<file path="src/rtl/tt_um_jimktrains_vslc_scan_fetch.sv">
// Scan-cycle instruction fetcher: streams the ladder program from SPI NOR flash (READ 0x03)
// and provides per-scan input snapshots to the VSLC executor.
module tt_um_jimktrains_vslc_scan_fetch #(
  parameter logic [23:0] PROG_BASE      = 24'h000000,
  parameter int unsigned PROG_LEN_MAX   = 256,
  parameter int unsigned CS_IDLE_CYCLES = 4
) (
  input  logic       clk,
  input  logic       rst_n,
  input  logic       ena,
  input  logic [7:0] ui_in,
  input  logic       spi_miso,
  output logic       spi_cs_n,
  output logic       spi_sck,
  output logic       spi_mosi,
  output logic [7:0] instr,
  output logic       instr_ready,
  output logic [7:0] ui_in_scan,
  output logic [7:0] ui_in_prev,
  output logic       scan_start,
  output logic [7:0] pc
);

  localparam int unsigned GapW    = (CS_IDLE_CYCLES > 1) ? $clog2(CS_IDLE_CYCLES) : 1;
  localparam logic [GapW-1:0] GapLast = GapW'(CS_IDLE_CYCLES - 1);
  localparam logic [7:0]  PcLast  = 8'(PROG_LEN_MAX - 1);
  localparam logic [31:0] CmdAddr = {8'h03, PROG_BASE};

  typedef enum logic [2:0] {StIdle, StCmd, StAddr, StData, StGap} state_e;

  state_e            state_q;
  logic [7:0]        sync1_q;
  logic [7:0]        sync2_q;
  logic [31:0]       tx_q;
  logic [7:0]        rx_q;
  logic [4:0]        bit_q;
  logic [GapW-1:0]   gap_q;
  logic              last_q;

  logic              start;
  logic [7:0]        rx_byte;

  // The final gap cycle behaves like IDLE so a new scan can begin without an extra cycle.
  assign start   = ena && ((state_q == StIdle) || ((state_q == StGap) && (gap_q == GapLast)));
  assign rx_byte = {rx_q[6:0], spi_miso};

  always_ff @(posedge clk or negedge rst_n) begin
    if (!rst_n) begin
      state_q     <= StIdle;
      sync1_q     <= 8'h00;
      sync2_q     <= 8'h00;
      tx_q        <= 32'h0;
      rx_q        <= 8'h00;
      bit_q       <= 5'd0;
      gap_q       <= '0;
      last_q      <= 1'b0;
      spi_cs_n    <= 1'b1;
      spi_sck     <= 1'b0;
      spi_mosi    <= 1'b0;
      instr       <= 8'h00;
      instr_ready <= 1'b0;
      ui_in_scan  <= 8'h00;
      ui_in_prev  <= 8'h00;
      scan_start  <= 1'b0;
      pc          <= 8'h00;
    end else begin
      sync1_q     <= ui_in;
      sync2_q     <= sync1_q;
      scan_start  <= 1'b0;
      instr_ready <= 1'b0;
      if (start) begin
        state_q    <= StCmd;
        spi_cs_n   <= 1'b0;
        spi_sck    <= 1'b0;
        spi_mosi   <= CmdAddr[31];
        tx_q       <= {CmdAddr[30:0], 1'b0};
        bit_q      <= 5'd0;
        last_q     <= 1'b0;
        scan_start <= 1'b1;
        ui_in_prev <= ui_in_scan;
        ui_in_scan <= sync2_q;
        pc         <= 8'h00;
      end else begin
        case (state_q)
          StIdle: begin
            spi_cs_n <= 1'b1;
          end
          StCmd, StAddr: begin
            if (!spi_sck) begin
              spi_sck <= 1'b1;
            end else begin
              spi_sck  <= 1'b0;
              spi_mosi <= tx_q[31];
              tx_q     <= {tx_q[30:0], 1'b0};
              bit_q    <= bit_q + 5'd1;
              if ((state_q == StCmd) && (bit_q == 5'd7)) begin
                state_q <= StAddr;
                bit_q   <= 5'd0;
              end else if ((state_q == StAddr) && (bit_q == 5'd23)) begin
                state_q  <= StData;
                bit_q    <= 5'd0;
                spi_mosi <= 1'b0;
              end
            end
          end
          StData: begin
            if (last_q) begin
              // Length limit reached: the strobe cycle has passed, drop the transaction.
              state_q  <= StGap;
              gap_q    <= '0;
              spi_cs_n <= 1'b1;
              last_q   <= 1'b0;
            end else if (!spi_sck) begin
              spi_sck <= 1'b1;
            end else begin
              spi_sck <= 1'b0;
              rx_q    <= rx_byte;
              bit_q   <= bit_q + 5'd1;
              if (bit_q == 5'd7) begin
                bit_q <= 5'd0;
                if (rx_byte == 8'hFF) begin
                  state_q  <= StGap;
                  gap_q    <= '0;
                  spi_cs_n <= 1'b1;
                end else begin
                  instr       <= rx_byte;
                  instr_ready <= 1'b1;
                  pc          <= pc + 8'd1;
                  last_q      <= (pc == PcLast);
                end
              end
            end
          end
          StGap: begin
            if (gap_q == GapLast) begin
              state_q <= StIdle;
            end else begin
              gap_q <= gap_q + 1'b1;
            end
          end
          default: begin
            state_q <= StIdle;
          end
        endcase
      end
    end
  end

endmodule

</file>
<file path="config.mk">
export PLATFORM = sky130hd
export DESIGN_NAME = tt_um_jimktrains_vslc_scan_fetch
export DESIGN_NICKNAME = d
export VERILOG_FILES = /design/src/rtl/tt_um_jimktrains_vslc_scan_fetch.sv
export SDC_FILE = /design/constraint.sdc
export NUM_CORES = 1
export LEC_CHECK = 0
export CAP_MARGIN = 0
export CORE_MARGIN = 1
export CORE_UTILIZATION = 57
export DETAILED_ROUTE_END_ITERATION = 8
export PLACE_DENSITY = 0.84
export SLEW_MARGIN = 10
export SYNTH_ARGS = -nofsm -noshare
export SYNTH_HDL_FRONTEND = slang
export SYNTH_SLANG_ARGS = --single-unit
export TNS_END_PERCENT = 10
</file>
<file path="constraint.sdc">
create_clock -name clk -period 5.16 [get_ports clk]
set_input_delay 0.774 -clock clk [delete_from_list [all_inputs] [get_ports clk]]
set_output_delay 0.774 -clock clk [all_outputs]
set_load 0.005 [all_outputs]
</file>
==> metrics <==
CTS Hold Bufs=0; slew of the pin with the lowest slew margin=1.03 ns; RSZ-0062 raised after global routing=no; Die Width=76.3 um; total CTS buffers=9; Synth Register Bits=78; synthesized net count=293; synthesis-to-layout area growth=23.9%; Leak Pwr=1.83 nW; first-pass GRT wire length=9910 um; sw frac=19.1%; CTS tree=done; layout cell share with drive strength beyond 1=11.4%; drt first-iter violations=182; Hold WS=0.350 ns; clock sinks=78; setup TNS=0 ns; dominant cells by area after synthesis=dfrtp_1, nand2_1, mux2_2, nand3_1, o21ai_0; net switching power=0.217 mW; CTS Root Cell=clkbuf_8; CORE AREA=0.00520 mm2; final std cells w/o fill=402; GPL Wtd Cong=0.842; internal power=0.922 mW; ANT nets after route=0; max frequency=399 MHz; post-synth top area cell=dfrtp_1; Post-CTS Setup Repair Bufs=0; Fillers=358; status=finished clean; PwrDens=292 mW/mm2; CP Class=in2reg; most frequent cells in the layout=dfrtp_1, nand2_1, clkdlybuf4s50_1; Max Fanout on Critical Path=26; Post-synth EDFFs=0; Critical Path RT=5.42 ns; worst hold path type=reg2reg; Nets=343; number of diodes=0; HPWL after DPL=3700 um; Hold Vio Cnt, Final=0; Final min period=2.51 ns; Cell variety after synth=46; syn avg cell area=11.3 um2; DR DRC count=0; Synth Flop Type=dfrtp_1; clock buffer depth=2; Die ar.=0.00582 mm2; Clock power frac=43.8%; Mapped Cells=278; register share of total power=54.4%; Worst EP arrival=2.77 ns; TritonRoute pass-1 iters=4; max-cap viol count=0; commonest non-fill, non-tap cell in the layout=dfrtp_1; Site Rows=26; Max Clock Skew=0.00396 ns; grt ovf=0; Reg clk slew, reported paths=0.07 ns; Synth async-reset ratio=100%; area of the multi-input gates=0.00112 mm2; aggregate routed wire length=5810 um; Comb pwr share=1.7%; Ys Warns=0; post_cts resized=0; post-DR wirelength/cell=14.4 um; crit end category=register; H-tree Lvls=3; via count=2194; post-synthesis sequential area ratio=62.1%; Skew-Pair Late Insertion Delay=0.34 ns; Global Route Usage Sum=21.9%; Initial Util=60.4%; setup violators final=0; Max-Slew Margin vs Limit=31.7%; max-slew violations=0; worst vdd ir=217 uV; die height=76.3 um; final period utilization=48.6%; maximum number of pins on one net before global-route repair=79; Via-to-Cell Ratio=5.46; vias in the first global route=2178; initial antenna violation count=0; placed cell count=387; register area=0.00195 mm2; PortBufs=48; synthesized cell area=0.00315 mm2; IO Count=49; Critical Path Source Type=input port; post-synth top area share=61.3%
-- kinds of logic (layout without fill, tap and decap cells) --
logic type               after synthesis  count (layout)  synth area share, %
buffers and inverters                 18              72                 2.35
flip-flops                            78              78                 62.1
multiplexers                          18              18                 6.40
adder cells (fa/ha/maj)                3               3                 1.19
XOR/XNOR                               3               3                0.835
AO/OA/AOI/OAI                         43              43                 8.79
AND/OR/NAND/NOR                      115             115                 18.3
-- final timing paths --
path                                   startpoint                   end  slack, ns  cells after the start
setup / recovery                         spi_miso     pc[5]$_DFFE_PN0P_       2.65                      5
hold / removal               sync1_q[4]$_DFF_PN0_  sync2_q[4]$_DFF_PN0_       0.35                      0
setup reg to reg           state_q[2]$_DFFE_PN0P_     pc[5]$_DFFE_PN0P_       2.72                      4
hold reg to reg              sync1_q[4]$_DFF_PN0_  sync2_q[4]$_DFF_PN0_       0.35                      0
max in group asynchronous                   rst_n  tx_q[31]$_DFFE_PN0P_       3.99                      1
min in group asynchronous                   rst_n  instr[6]$_DFFE_PN0P_       0.57                      1
-- flip-flops by register name (all words and copies together), names as in the netlist --
register,count
scan_start,1
sync2_q,8
bit_q,5
gap_q,2
ui_in_scan,8
spi_mosi,1
tx_q,7
sync1_q,8
pc,8
last_q,1
instr_ready,1
instr,8
spi_sck,1
rx_q,7
state_q,3
ui_in_prev,8
spi_cs_n,1
-- metal layers --
metal	global-route usage, %	vias up	part of all wire (%)
met2	34.1	52	47
met5	0	-	0
met1	28.9	1054	47
met3	3.95	17	3.3
met4	12.7	0	3.2
li1	-	1071	-
-- final cells by class --
| cell class | instances | share of cell area, % |
|---|---|---|
| sequential | 78 | 50.1 |
| multi-input combinational | 182 | 28.7 |
| tap | 70 | 2.25 |
| timing repair buffer | 49 | 12.5 |
| inverter | 8 | 0.770 |
| clock inverter | 3 | 1.73 |
| clock buffer | 12 | 3.98 |
-- stage by stage --
stage	instance area, um2	setup WS, ns	util (%)	power [mW]
final	3900	2.65	74.9	1.14
after CTS	3900	2.66	74.9	1.15
after global placement	3670	2.38	70.6	0.652
after floorplan	3150	3.29	-	0.632
after global routing	3900	2.51	74.9	1.18
after detailed placement	3670	2.30	70.6	0.652
-- critical path, cell delays in order --
cell and delay (ns):
clkdlybuf4s50_1 0.45, nand4_1 0.16, o2111ai_2 0.53, or4_1 0.71, a21oi_1 0.15
-- power by group through the flow --
stage / combinational, mW / clock [mW] / sequential (mW)
2_1_floorplan: 0.000552 / 0 / 0.631
3_3_place_gp: 0.0204 / 0 / 0.631
3_5_place_dp: 0.0210 / 0 / 0.632
4_1_cts: 0.0208 / 0.511 / 0.619
5_1_grt: 0.0228 / 0.535 / 0.620
6_report: 0.0197 / 0.499 / 0.620
-- cells in the mapped netlist (all sizes together), types with 3 or more instances --
| cell type | count |
|---|---|
| and3 | 3 |
| nor2 | 10 |
| clkbuf | 5 |
| inv | 8 |
| nand3 | 14 |
| ha | 3 |
| buf | 5 |
| a22o | 6 |
| a21oi | 11 |
| or3 | 6 |
| mux2 | 17 |
| nand4 | 3 |
| nand2b | 3 |
| nand2 | 59 |
| dfrtp | 77 |
| xnor2 | 3 |
| o21ai | 15 |
Note: power is estimated with default switching activity, not from simulation.
